<file path="src/rtl/fnd_view_ctrl_if.sv">
`default_nettype none
// ============================================================================
// Module   : fnd_view_ctrl_if
// Brief    : UART command handshake between the command decoder and the
//            display-view controller.
// Revision : 1.0
// ============================================================================
interface fnd_view_ctrl_if;
    logic       cmd_valid;
    logic [7:0] cmd_data;
    logic       cmd_ready;

    modport master (output cmd_valid, output cmd_data, input cmd_ready);
    modport slave  (input cmd_valid, input cmd_data, output cmd_ready);
endinterface
`default_nettype wire

</file>
<file path="src/rtl/fnd_view_ctrl.sv">
`default_nettype none
// ============================================================================
// Module   : fnd_view_ctrl
// Brief    : Arbitrates button/UART view requests and selects the time word
//            and view shown on the FND, with freeze and idle auto-return.
// Revision : 1.0
// ============================================================================
module fnd_view_ctrl #(
    parameter int TICK_DIV      = 100_000,
    parameter int TIMEOUT_TICKS = 5000
) (
    input  wire logic        clk,
    input  wire logic        reset,
    input  wire logic [23:0] i_sw_data,
    input  wire logic [23:0] i_wt_data,
    input  wire logic        btn_view,
    input  wire logic        btn_src,
    input  wire logic        btn_freeze,
    fnd_view_ctrl_if.slave   cmd_if,
    output logic [23:0]      o_fnd_data,
    output logic [1:0]       o_view,
    output logic             o_src,
    output logic             o_frozen,
    output logic             o_cmd_err
);

    localparam int PW = (TICK_DIV > 1) ? $clog2(TICK_DIV) : 1;
    localparam int IW = $clog2(TIMEOUT_TICKS + 1);
    localparam logic [PW-1:0] C_PRESC_MAX = PW'(TICK_DIV - 1);
    localparam logic [IW-1:0] C_IDLE_MAX  = IW'(TIMEOUT_TICKS);

    localparam logic [0:0] C_ST_LIVE   = 1'b0;
    localparam logic [0:0] C_ST_FROZEN = 1'b1;

    logic [0:0]    state_q, state_d;
    logic [1:0]    view_q, view_d;
    logic          src_q, src_d;
    logic [23:0]   fnd_q, fnd_d;
    logic          err_q, err_d;
    logic [PW-1:0] presc_q, presc_d;
    logic [IW-1:0] idle_q, idle_d;

    logic w_btn_any, w_cmd_acc, w_event, w_tick, w_timeout;
    logic w_is_v, w_is_s, w_is_f, w_is_r, w_is_unk;
    logic w_ev_view, w_ev_src, w_ev_frz, w_ev_rst;
    logic [23:0] w_sel_new;

    // Buttons always win the handshake; a blocked command simply stays pending.
    assign w_btn_any        = btn_view | btn_src | btn_freeze;
    assign cmd_if.cmd_ready = ~w_btn_any & ~reset;
    assign w_cmd_acc        = cmd_if.cmd_valid & cmd_if.cmd_ready;
    assign w_event          = w_btn_any | w_cmd_acc;

    always_comb begin
        w_is_v   = 1'b0;
        w_is_s   = 1'b0;
        w_is_f   = 1'b0;
        w_is_r   = 1'b0;
        w_is_unk = 1'b0;
        case (cmd_if.cmd_data)
            8'h56, 8'h76: w_is_v   = 1'b1;
            8'h53, 8'h73: w_is_s   = 1'b1;
            8'h46, 8'h66: w_is_f   = 1'b1;
            8'h52, 8'h72: w_is_r   = 1'b1;
            default:      w_is_unk = 1'b1;
        endcase
    end

    assign w_ev_view = btn_view   | (w_cmd_acc & w_is_v);
    assign w_ev_src  = btn_src    | (w_cmd_acc & w_is_s);
    assign w_ev_frz  = btn_freeze | (w_cmd_acc & w_is_f);
    assign w_ev_rst  = w_cmd_acc & w_is_r;

    assign w_tick    = ~w_event & (presc_q == C_PRESC_MAX);
    assign w_timeout = ~w_event & (state_q == C_ST_LIVE) & (view_q != 2'd0)
                       & (idle_q == C_IDLE_MAX);

    always_comb begin
        presc_d = presc_q;
        idle_d  = idle_q;
        if (w_event) begin
            presc_d = '0;
            idle_d  = '0;
        end else begin
            presc_d = w_tick ? '0 : presc_q + 1'b1;
            if (w_timeout)
                idle_d = '0;
            else if (w_tick && idle_q < C_IDLE_MAX)
                idle_d = idle_q + 1'b1;
        end
    end

    always_comb begin
        src_d  = w_ev_rst ? 1'b0 : (src_q ^ w_ev_src);
        view_d = view_q;
        if (w_ev_rst || w_timeout)
            view_d = 2'd0;
        else if (w_ev_view)
            view_d = (view_q == 2'd2) ? 2'd0 : view_q + 2'd1;
    end

    // Selection uses the post-toggle source so a same-cycle toggle is honoured.
    assign w_sel_new = src_d ? i_wt_data : i_sw_data;

    always_comb begin
        state_d = state_q;
        fnd_d   = fnd_q;
        err_d   = w_cmd_acc & w_is_unk;
        if (w_ev_rst) begin
            state_d = C_ST_LIVE;
            fnd_d   = i_sw_data;
        end else if (state_q == C_ST_LIVE) begin
            fnd_d = w_sel_new;
            if (w_ev_frz)
                state_d = C_ST_FROZEN;
        end else begin
            if (w_ev_frz) begin
                state_d = C_ST_LIVE;
                fnd_d   = w_sel_new;
            end else if (w_ev_src) begin
                fnd_d = w_sel_new;
            end
        end
    end

    always_ff @(posedge clk or posedge reset) begin
        if (reset) begin
            state_q <= C_ST_LIVE;
            view_q  <= 2'd0;
            src_q   <= 1'b0;
            fnd_q   <= '0;
            err_q   <= 1'b0;
            presc_q <= '0;
            idle_q  <= '0;
        end else begin
            state_q <= state_d;
            view_q  <= view_d;
            src_q   <= src_d;
            fnd_q   <= fnd_d;
            err_q   <= err_d;
            presc_q <= presc_d;
            idle_q  <= idle_d;
        end
    end

    assign o_fnd_data = fnd_q;
    assign o_view     = view_q;
    assign o_src      = src_q;
    assign o_frozen   = (state_q == C_ST_FROZEN);
    assign o_cmd_err  = err_q;

endmodule
`default_nettype wire

</file>
<file path="src/flat_wrapper.sv">
// flat-port wrapper written by rule: the top's interface ports become plain ports
module fnd_view_ctrl_flat 
#(
    parameter int TICK_DIV      = 100_000,
    parameter int TIMEOUT_TICKS = 5000
)
  (clk, reset, i_sw_data, i_wt_data, btn_view, btn_src, btn_freeze, o_fnd_data, o_view, o_src, o_frozen, o_cmd_err, cmd_if_cmd_valid, cmd_if_cmd_data, cmd_if_cmd_ready);
  fnd_view_ctrl_if cmd_if_i ();
  input  wire logic clk;
  input  wire logic reset;
  input  wire logic [23:0] i_sw_data;
  input  wire logic [23:0] i_wt_data;
  input  wire logic btn_view;
  input  wire logic btn_src;
  input  wire logic btn_freeze;
  output logic [23:0] o_fnd_data;
  output logic [1:0] o_view;
  output logic o_src;
  output logic o_frozen;
  output logic o_cmd_err;
  input wire logic [$bits(cmd_if_i.cmd_valid)-1:0] cmd_if_cmd_valid;
  input wire logic [$bits(cmd_if_i.cmd_data)-1:0] cmd_if_cmd_data;
  output wire logic [$bits(cmd_if_i.cmd_ready)-1:0] cmd_if_cmd_ready;
  assign cmd_if_i.cmd_valid = cmd_if_cmd_valid;
  assign cmd_if_i.cmd_data = cmd_if_cmd_data;
  assign cmd_if_cmd_ready = cmd_if_i.cmd_ready;
  fnd_view_ctrl #(.TICK_DIV(TICK_DIV), .TIMEOUT_TICKS(TIMEOUT_TICKS)) u_core (.clk(clk), .reset(reset), .i_sw_data(i_sw_data), .i_wt_data(i_wt_data), .btn_view(btn_view), .btn_src(btn_src), .btn_freeze(btn_freeze), .cmd_if(cmd_if_i), .o_fnd_data(o_fnd_data), .o_view(o_view), .o_src(o_src), .o_frozen(o_frozen), .o_cmd_err(o_cmd_err));
endmodule
</file>
<file path="config.mk">
export PLATFORM = sky130hd
export DESIGN_NAME = fnd_view_ctrl_flat
export DESIGN_NICKNAME = d
export VERILOG_FILES = /design/src/rtl/fnd_view_ctrl_if.sv /design/src/rtl/fnd_view_ctrl.sv /design/src/flat_wrapper.sv
export SDC_FILE = /design/constraint.sdc
export NUM_CORES = 1
export LEC_CHECK = 0
export CORE_ASPECT_RATIO = 0.6
export CORE_UTILIZATION = 40
export DETAILED_ROUTE_END_ITERATION = 8
export HOLD_SLACK_MARGIN = 0.08
export MAX_ROUTING_LAYER = met4
export PLACE_DENSITY_LB_ADDON = 0.1
export SLEW_MARGIN = 20
export SYNTH_ARGS = -nofsm -noshare
export SYNTH_HDL_FRONTEND = slang
export SYNTH_SLANG_ARGS = --single-unit
export TNS_END_PERCENT = 50
</file>
<file path="constraint.sdc">
create_clock -name clk -period 6.05 [get_ports clk]
set_clock_uncertainty 0.05 [all_clocks]
set_input_delay 1.21 -clock clk [delete_from_list [all_inputs] [get_ports clk]]
set_output_delay 1.21 -clock clk [all_outputs]
set_load 0.05 [all_outputs]
</file>
* Word level (Yosys, flattened, before mapping)
Index checks and enable logic that the tools add are counted.
** Cells by class
- Bitwise logic cells :: 22
- Eq/ne operators :: 12
- Muxes and demuxes :: 23
- Add/sub/neg operators :: 3
- $lt $le $gt $ge :: 1
- Reductions and logical operators :: 10
** Operator list (number)
- $mux 24 :: 5
- $eq 8x7->1 const B :: 8
- $mux 13 :: 3
- $mux 17 :: 2
- $add 17x1->17 const B :: 1
- $eq 17x17->1 const B :: 1
- $add 13x1->13 const B :: 1
- $eq 13x13->1 const B :: 1
- $lt 13x13->1 const B :: 1
- $and 1x1->1 :: 11
- $mux 1 :: 10
- $reduce_or 2->1 :: 4
- $reduce_or 8->1 :: 1
- $mux 2 :: 3
- $or 1x1->1 :: 6
- $ne 4x4->1 const B :: 1
- $not 1->1 :: 4
- $reduce_bool 2->1 :: 2
- $reduce_bool 3->1 :: 1
- $add 2x1->2 const B :: 1
- $eq 2x2->1 const B :: 1
- $logic_and 1x1->1 :: 1
- $logic_or 1x1->1 :: 1
- $xor 1x1->1 :: 1
** Word-level totals
- Register bits :: 59
- Input bits :: 62

* Depth between registers and ports, before layout
Gate-level depths: netlist of the first run.
- Depth after elaboration :: 14
- Gate-level depth with buffers :: 7
- Mapped depth without buffers :: 7

* Least setup slack after synthesis of the first run
Ideal clock, no wire load.
- Kind :: input to output
- From :: input port btn_src
- To :: output port cmd_if_cmd_ready
- Arrival :: 2.288 ns
- Cell stages on the path :: 2
- Path slack :: 2.502 ns
- Path through :: or3_4 -> nor2_1
** Between the ends
- Cells in the longest elaborated chain, start to end :: 4
** Ends and longest elaborated chain
- start: declaration :: line flat_wrapper.sv:14 : input wire logic btn_src;
- $or 1x1->1 (2 in a row) :: line fnd_view_ctrl.sv:49 : assign w_btn_any = btn_view | btn_src | btn_freeze;
- $not 1->1 :: line fnd_view_ctrl.sv:50 : assign cmd_if.cmd_ready = ~w_btn_any & ~reset;
- $and 1x1->1 :: line fnd_view_ctrl.sv:50
- end: declaration :: line flat_wrapper.sv:23 : output wire logic [$bits(cmd_if_i.cmd_ready)-1:0] cmd_if_cmd_ready;
No other way between the ends.

* Worst setup path in the final report of the first run
Ends and elaborated chain as after synthesis.

==> results of run 1 <==
## metal layers
layer  wire (µm)  track usage [%]  up-vias
met4          71             4.02        0
met2        3930             29.3       89
met1        4840             31.2     1576
met3         596             7.42       10
li1            -                -     1631
met5           0                -        -
## area by class of cell
class / count / area [µm²]
clock buffers: 12 / 246
clock inverters: 4 / 73.8
fillers: 756 / 3680
inverters: 8 / 30.0
multi-input cells: 311 / 1960
flip-flops and latches: 59 / 1480
well taps: 112 / 140
repair buffers: 96 / 946
## worst max-delay path: stages
cell                              delay [ns]
sky130_fd_sc_hd__clkdlybuf4s50_1        0.39
sky130_fd_sc_hd__buf_4                  0.25
sky130_fd_sc_hd__or3_4                  0.47
sky130_fd_sc_hd__nor2_1                 0.10
sky130_fd_sc_hd__clkdlybuf4s50_1        0.80
## worst paths after layout
kind | endpoint | depth (start not counted)
max in group asynchronous | u_core.o_fnd_data[14] | 3
worst min-delay path | u_core.presc_q[0] | 1
min in group asynchronous | u_core.o_cmd_err | 3
worst max register to register | u_core.idle_q[8] | 5
worst max-delay path | cmd_if_cmd_ready | 5
worst min register to register | u_core.presc_q[0] | 1
## state kept, by name, indices dropped and copies added (netlist names)
signal,count
u_core.o_fnd_data,24
u_core.presc_q,17
u_core.idle_q,13
u_core.o_view,2
u_core.o_cmd_err,1
u_core.o_frozen,1
u_core.o_src,1
## logic make-up after synthesis
group / Yosys count / share of synthesized area (%)
flip-flops: 59 / 41.6
adder cells (fa/ha/maj): 3 / 1.06
multiplexers: 27 / 8.49
AND/OR/NAND/NOR: 182 / 24.4
XOR/XNOR: 19 / 4.69
buffers and inverters: 28 / 3.17
AO/OA/AOI/OAI: 80 / 16.6
## power by group through the flow
stage	logic [mW]	registers (mW)	clock network, mW
global placement	0.404	0.464	0
finish	0.407	0.458	0.550
detailed placement	0.409	0.464	0
global route	0.434	0.462	0.582
CTS	0.410	0.458	0.561
floorplan	0.121	0.596	0
## Yosys cell counts (2+ instances only)
library cell / n / area [µm²]
sky130_fd_sc_hd__xor2_1: 13 / 114
sky130_fd_sc_hd__or4_1: 3 / 22.5
sky130_fd_sc_hd__dfrtp_1: 59 / 1480
sky130_fd_sc_hd__inv_1: 8 / 30.0
sky130_fd_sc_hd__nand2_1: 62 / 233
sky130_fd_sc_hd__nor4_1: 4 / 25.0
sky130_fd_sc_hd__a41oi_1: 24 / 210
sky130_fd_sc_hd__xnor2_1: 6 / 52.6
sky130_fd_sc_hd__nand4_1: 8 / 50.1
sky130_fd_sc_hd__or2_2: 2 / 12.5
sky130_fd_sc_hd__nand3_1: 15 / 75.1
sky130_fd_sc_hd__o21ai_0: 6 / 30.0
sky130_fd_sc_hd__buf_2: 6 / 30.0
sky130_fd_sc_hd__nor2_1: 57 / 214
sky130_fd_sc_hd__o31ai_1: 2 / 15.0
sky130_fd_sc_hd__nor3_1: 6 / 30.0
sky130_fd_sc_hd__a22oi_1: 24 / 180
sky130_fd_sc_hd__a21o_1: 2 / 15.0
sky130_fd_sc_hd__a21oi_1: 12 / 60.1
sky130_fd_sc_hd__nand2b_1: 5 / 31.3
sky130_fd_sc_hd__mux2_2: 25 / 282
sky130_fd_sc_hd__or3_4: 2 / 22.5
sky130_fd_sc_hd__clkbuf_1: 14 / 52.6
sky130_fd_sc_hd__nand4bb_1: 2 / 22.5
sky130_fd_sc_hd__o21a_1: 2 / 15.0
sky130_fd_sc_hd__a211oi_1: 2 / 15.0
sky130_fd_sc_hd__mux2i_1: 2 / 20.0
sky130_fd_sc_hd__or3_1: 9 / 56.3
sky130_fd_sc_hd__o31a_1: 2 / 17.5
sky130_fd_sc_hd__ha_1: 3 / 37.5
## through the flow
| step | cells | total power [mW] |
|---|---|---|
| after floorplan | 398 | 0.717 |
| after CTS | 602 | 1.43 |
| after detailed placement | 586 | 0.874 |
| final | 602 | 1.41 |
| after global placement | 586 | 0.868 |
| after global routing | 602 | 1.48 |
==> impl_metrics.tcl, run 1 <==
set metrics [dict create \
    grt_antenna_before_repair 0 \
    pwr-share-clk_pct 38.9 \
    die-area_um2 9270 \
    cts.clk_slew.worst_paths_ns 0.05 \
    antenna_violating_nets_post_route 0 \
    gpl.final_weighted_congestion 0.807 \
    cts_htree_levels 3 \
    totalNegativeSetupSlack_ns 0 \
    ys_seq_area_share_pct 41.6 \
    clock_tree.buffer_depth 2 \
    p_leak_nw 1.87 \
    register_share_of_total_power_pct 32.4 \
    worstSetupStartpoint "btn_src" \
    status "finished, final reports clean" \
    tritoncts_clock_tree "built" \
    drt_iter0_markers 269 \
    avg_cell_area_syn_um2 8.92 \
    finalMaxSlewViolations 0 \
    post_cts_resized 0 \
    ir_drop_uv 165 \
    worst-slew-pin-transition_ns 0.813 \
    mostFrequentLayoutCells "sky130_fd_sc_hd__clkdlybuf4s50_1 (90), sky130_fd_sc_hd__nand2_1 (62), sky130_fd_sc_hd__dfrtp_1 (59)" \
    drt_first_pass_iters 4 \
    synth_top_flop_cell "sky130_fd_sc_hd__dfrtp_1" \
    floorplan.initialDensity_pct 41.5 \
    cp_data_arrival_time_ns 3.24 \
    post_synth_inst_count 398 \
    cts-buffers-inserted 9 \
    vias_per_cell 5.49 \
    critical_path.reg2reg.startpoint "u_core.presc_q[13]" \
    die-width_um 124 \
    ys_async_sr_fraction_pct 100 \
    routed-via-count 3306 \
    core_um2 8560 \
    mostFrequentLayoutCell "sky130_fd_sc_hd__clkdlybuf4s50_1" \
    min-delay-path-class "flop to flop" \
    ys_warn_count 0 \
    worstSetupPathType "input port to output port" \
    port_buffers 90 \
    synth_edf_count 0 \
    postSynthRegisterBits 59 \
    hpwl_um 6400 \
    vertical_die_dimension_um 75.0 \
    worstSetupEndpointType "output port" \
    antenna_cells_inserted 0 \
    maxcap_viol_count 0 \
    wl_per_cell_um 15.7 \
    placementRows 26 \
    postRouteWirelength_um 9440 \
    grt_usage_pct 21.7 \
    layout-drive-gt1-share_pct 10.6 \
    post_route_clock_period_utilization_pct 74.3 \
    finalHoldViolCount 0 \
    maxClockFrequency_ghz 0.222 \
    path_max_fanout 30 \
    setup_violations 0 \
    clk-insertion-delay-late_ns 0.33 \
    grt_first_pass_wirelength_um 14700 \
    final.min_clock_period_ns 4.50 \
    number_of_global_route_vias_before_repair 2946 \
    global_route.overflow_total 0 \
    power.internal_mw 0.966 \
    stdcell_area_um2 4870 \
    powerDensity_nw_per_um2 290 \
    clock-root-buffer "sky130_fd_sc_hd__clkbuf_16" \
    drcViolationCount 0 \
    power.share.combinational_pct 28.8 \
    pre_cts_ws_ns 1.56 \
    ys_types 41 \
    holdWs_ns 0.442 \
    maximum_number_of_pins_on_one_net_before_global_route_repair 60 \
    ff2ff_setup_slack_ns 3.33 \
    critical_path_required_ns 4.79 \
    ios 92 \
    cts_hold_buffers 0 \
    grt_setup_unrepaired "false" \
    clock_sinks 59 \
    design.final.nets 550 \
    min-delay-start "u_core.presc_q[0]" \
    postLayoutSetupSlackWorst_ns 1.55 \
    max_slew_margin_pct 45.3 \
    post_cts_buffers 0 \
    netlist_area_um2 3550 \
    layout.core_utilization_pct 57.0 \
    area_delta_synth_final_pct 37.3 \
    launching_element_type_of_the_critical_path "input port" \
    netSwitchingPower_mw 0.449 \
    placed_area_um2 4550 \
    syn_nets 463 \
    sw_frac_of_total_pct 31.7 \
]
Note: power is estimated with default switching activity, not from simulation.
==> run 2: changes to the inputs <==
clock period = 4 ns   (was 6.05 ns; I/O delays follow)
==> impl_metrics.tcl, run 2 (synthesized netlist as in run 1, its figures left out) <==
set metrics [dict create \
    setup_violations 0 \
    powerDensity_nw_per_um2 441 \
    drt_iter0_markers 279 \
    min-delay-path-class "flop to flop" \
    worstSetupEndpointType "output port" \
    drcViolationCount 0 \
    tritoncts_clock_tree "built" \
    totalNegativeSetupSlack_ns 0 \
    post_route_clock_period_utilization_pct 73.1 \
    cts_htree_levels 3 \
    grt_antenna_before_repair 0 \
    critical_path.reg2reg.endpoint "u_core.idle_q[8]" \
    launching_element_type_of_the_critical_path "input port" \
    finalMaxSlewViolations 0 \
    largest_reg_flops 24 \
    antenna_violating_nets_post_route 0 \
    cp_data_arrival_time_ns 2.07 \
    worstPathCellList "clkdlybuf4s50_1 -> or3_4 -> nor2_1 -> buf_12" \
    die-area_um2 9270 \
    global_route.overflow_total 0 \
    ir_drop_uv 246 \
    core_um2 8560 \
    design.final.nets 551 \
    p_leak_nw 1.89 \
    post_cts_resized 0 \
    placementRows 26 \
    min_path_cells 1 \
    cpPeakStageDelay_ns 0.47 \
    ios 92 \
    critPathBufInv 2 \
    area_delta_synth_final_pct 38.0 \
    critical_path.reg2reg.startpoint "u_core.presc_q[11]" \
    routed-via-count 3339 \
    maxClockFrequency_ghz 0.342 \
    mostFrequentLayoutCell "sky130_fd_sc_hd__clkdlybuf4s50_1" \
    grt_first_pass_wirelength_um 15000 \
    cts_hold_buffers 0 \
    r2r.worst_path.cells 5 \
    post_cts_buffers 0 \
    grt_usage_pct 22.3 \
    worst-slew-pin-transition_ns 0.774 \
    critical_path_required_ns 3.15 \
    fin_total_pwr_mw 2.16 \
    worst_path_dominant_cell_family "buffers and inverters" \
    holdPathEnd "u_core.presc_q[0]" \
    cts.clk_slew.worst_paths_ns 0.05 \
    cts-buffers-inserted 9 \
    max_slew_margin_pct 47.9 \
    path_max_fanout 5 \
    clock_sinks 59 \
    ff2ff_setup_slack_ns 1.37 \
    port_buffers 90 \
    postRouteWirelength_um 9690 \
    maximum_number_of_pins_on_one_net_before_global_route_repair 49 \
    clk-insertion-delay-late_ns 0.34 \
    grt_setup_unrepaired "false" \
    worstSetupPathType "input port to output port" \
    vias_per_cell 5.54 \
    die-width_um 124 \
    final.min_clock_period_ns 2.92 \
    antenna_cells_inserted 0 \
    vertical_die_dimension_um 75.0 \
    hpwl_um 6660 \
    clock-root-buffer "sky130_fd_sc_hd__clkbuf_16" \
    gpl.final_weighted_congestion 0.804 \
    floorplan.initialDensity_pct 41.5 \
    status "finished, final reports clean" \
    number_of_global_route_vias_before_repair 3021 \
    layout-drive-gt1-share_pct 11.4 \
    drt_first_pass_iters 4 \
    mostFrequentLayoutCells "sky130_fd_sc_hd__clkdlybuf4s50_1 (89), sky130_fd_sc_hd__nand2_1 (62), sky130_fd_sc_hd__dfrtp_1 (59)" \
    maxcap_viol_count 0 \
    finalHoldViolCount 0 \
    min-delay-start "u_core.presc_q[0]" \
    clock_tree.buffer_depth 2 \
    wl_per_cell_um 16.1 \
    critical_path.slowest_cell "sky130_fd_sc_hd__clkdlybuf4s50_1" \
]
==> run 2: cell count changes in the layout (fill, tap and decap cells not counted) <==
cell / delta
sky130_fd_sc_hd__clkbuf_1: -2
sky130_fd_sc_hd__buf_4: +1
sky130_fd_sc_hd__buf_12: +1
sky130_fd_sc_hd__clkbuf_8: +1
sky130_fd_sc_hd__clkdlybuf4s50_1: -1
sky130_fd_sc_hd__clkinv_2: +2
sky130_fd_sc_hd__clkinv_4: -1
==> run 2: worst reg2reg max path, stage by stage, from the launching register on <==
cell and delay [ns]:
sky130_fd_sc_hd__dfrtp_1 0.42, sky130_fd_sc_hd__or3_1 0.39, sky130_fd_sc_hd__nor4_1 0.48, sky130_fd_sc_hd__nand4_1 0.45, sky130_fd_sc_hd__or4_1 0.62, sky130_fd_sc_hd__a21oi_1 0.15
==> run 2: how the worst max path moves through the flow <==
stage / start / to / slack [ns] / cells past startpoint
2_1_floorplan: btn_src / cmd_if_cmd_ready / 1.27 / 2
3_3_place_gp: btn_view / u_core.o_fnd_data[14] / 0.79 / 6
3_5_place_dp: btn_freeze / u_core.o_fnd_data[5] / 0.76 / 6
4_1_cts: btn_freeze / cmd_if_cmd_ready / 1.08 / 4
5_1_grt: btn_freeze / u_core.o_fnd_data[11] / 0.94 / 7
6_report: btn_view / cmd_if_cmd_ready / 1.08 / 4
==> run 2: power breakdown <==
group / leakage (nW) / internal, mW / switching (mW)
clock network: 0.165 / 0.575 / 0.275
registers: 0.765 / 0.655 / 0.0470
logic: 0.955 / 0.244 / 0.366
==> run 2: cell type report <==
type | count | area [µm²]
tap | 112 | 140
clock inverter | 5 | 75.1
sequential | 59 | 1480
timing repair buffer | 97 | 963
inverter | 8 | 30.0
multi-input combinational | 311 | 1960
fill | 746 | 3660
clock buffer | 11 | 253
==> run 2: layer usage <==
metal / routed length (µm) / GRT usage, % / vias to the layer above
li1: - / - / 1635
met1: 4920 / 30.8 / 1600
met2: 4030 / 30.4 / 93
met3: 656 / 7.80 / 11
met4: 77 / 6.02 / 0
met5: 0 / - / -
==> run 2: per-stage QoR <==
| step | worst slack, ns | instance area (µm²) | util (%) | hold WS, ns | std cells |
|---|---|---|---|---|---|
| CTS | 1.08 | 4900 | 57.3 | 0.440 | 603 |
| global route | 0.941 | 4900 | 57.3 | 0.466 | 603 |
| floorplan | 1.27 | 3550 | - | 0.405 | 398 |
| detailed placement | 0.758 | 4570 | 53.4 | 0.433 | 587 |
| global placement | 0.794 | 4570 | 53.4 | 0.426 | 587 |
| finish | 1.08 | 4900 | 57.3 | 0.435 | 603 |
==> run 3: changes to the inputs <==
clock period = 3 ns   (was 4 ns; I/O delays follow)
==> impl_metrics.tcl, run 3 (synthesized netlist as in run 1, its figures left out) <==
set metrics [dict create \
    drt_iter0_markers 164 \
    worstSetupStartpoint "btn_view" \
    ir_drop_uv 299 \
    placementRows 26 \
    p_leak_nw 1.90 \
    grt_usage_pct 22.6 \
    maximum_number_of_pins_on_one_net_before_global_route_repair 49 \
    cp_data_arrival_time_ns 2.80 \
    min-delay-start "u_core.presc_q[0]" \
    fin_total_pwr_mw 2.80 \
    routed-via-count 3367 \
    global_route.overflow_total 0 \
    mostFrequentLayoutCells "sky130_fd_sc_hd__clkdlybuf4s50_1 (88), sky130_fd_sc_hd__nand2_1 (62), sky130_fd_sc_hd__dfrtp_1 (59)" \
    ff2ff_setup_slack_ns 0.64 \
    layout-drive-gt1-share_pct 12.3 \
    path_max_fanout 48 \
    clock_tree.buffer_depth 2 \
    launching_element_type_of_the_critical_path "input port" \
    critical_path_required_ns 3.19 \
    cts-buffers-inserted 9 \
    totalNegativeSetupSlack_ns 0 \
    gpl.final_weighted_congestion 0.840 \
    maxClockFrequency_ghz 0.383 \
    core_um2 8560 \
    ios 92 \
    antenna_cells_inserted 0 \
    critical_path.reg2reg.startpoint "u_core.presc_q[13]" \
    antenna_violating_nets_post_route 0 \
    finalMaxSlewViolations 0 \
    max_slew_margin_pct 50.2 \
    port_buffers 90 \
    largest_reg_flops 24 \
    die-width_um 124 \
    post_cts_buffers 0 \
    grt_setup_unrepaired "false" \
    worstSetupPathType "input port to flop" \
    clk-insertion-delay-late_ns 0.33 \
    worstSetupEndpointType "flop" \
    drcViolationCount 0 \
    finalHoldViolCount 0 \
    grt_first_pass_wirelength_um 15400 \
    clock_sinks 59 \
    tritoncts_clock_tree "built" \
    wl_per_cell_um 16.2 \
    worst-slew-pin-transition_ns 0.740 \
    cts.clk_slew.worst_paths_ns 0.05 \
    die-area_um2 9270 \
    status "finished, final reports clean" \
    drt_first_pass_iters 4 \
    clock-root-buffer "sky130_fd_sc_hd__clkbuf_16" \
    cts_hold_buffers 0 \
    design.final.nets 556 \
    mostFrequentLayoutCell "sky130_fd_sc_hd__clkdlybuf4s50_1" \
    cts_htree_levels 3 \
    min-delay-path-class "flop to flop" \
    number_of_global_route_vias_before_repair 3103 \
    maxcap_viol_count 0 \
    area_delta_synth_final_pct 39.0 \
    post_route_clock_period_utilization_pct 87.0 \
    floorplan.initialDensity_pct 41.5 \
    post_cts_resized 0 \
    vertical_die_dimension_um 75.0 \
    powerDensity_nw_per_um2 568 \
    layout.core_utilization_pct 57.7 \
    vias_per_cell 5.55 \
    grt_antenna_before_repair 0 \
    final.min_clock_period_ns 2.61 \
    hpwl_um 6740 \
    postRouteWirelength_um 9840 \
    setup_violations 0 \
]
==> run 3: worst max-delay path, stage by stage <==
cell                              delay [ns]
sky130_fd_sc_hd__clkdlybuf4s50_1        0.47
sky130_fd_sc_hd__or3_4                  0.45
sky130_fd_sc_hd__or3_4                  0.44
sky130_fd_sc_hd__o211ai_1               0.31
sky130_fd_sc_hd__buf_12                 0.26
sky130_fd_sc_hd__nor2_1                 0.06
sky130_fd_sc_hd__a41oi_1                0.19
==> run 3: area by class of cell <==
cell class / instances / area (µm²)
fill: 793 / 3620
multi-input combinational: 311 / 1960
sequential: 59 / 1480
timing repair buffer: 102 / 1020
clock buffer: 11 / 253
tap: 112 / 140
clock inverter: 4 / 50.0
inverter: 8 / 30.0
==> run 3: per-layer routing <==
layer | wire length, µm | GRT usage (%)
met2 | 4250 | 31.7
met5 | 0 | -
met4 | 66 | 5.89
met3 | 622 | 7.50
met1 | 4900 | 31.0
==> run 3: metrics by stage <==
stage	instance area (µm²)	setup slack (ns)	std cells	hold slack [ns]
floorplan	3550	0.657	398	0.405
global placement	4630	0.108	592	0.428
detailed placement	4630	0.0529	592	0.428
CTS	4930	0.377	607	0.435
global route	4930	0.274	607	0.452
finish	4930	0.389	607	0.433
==> run 3: path summary, 6_finish.rpt <==
kind | end | depth (start not counted)
worst max-delay path | u_core.o_fnd_data[6] | 7
worst min-delay path | u_core.presc_q[0] | 1
worst max register to register | u_core.idle_q[3] | 5
worst min register to register | u_core.presc_q[0] | 1
max in group asynchronous | u_core.o_fnd_data[9] | 3
min in group asynchronous | u_core.o_view[1] | 2
==> run 3: report_power, final <==
group | internal (mW) | switching [mW] | leakage (nW)
Clock | 0.681 | 0.368 | 0.144
Combinational | 0.328 | 0.501 | 0.990
Sequential | 0.874 | 0.0500 | 0.765
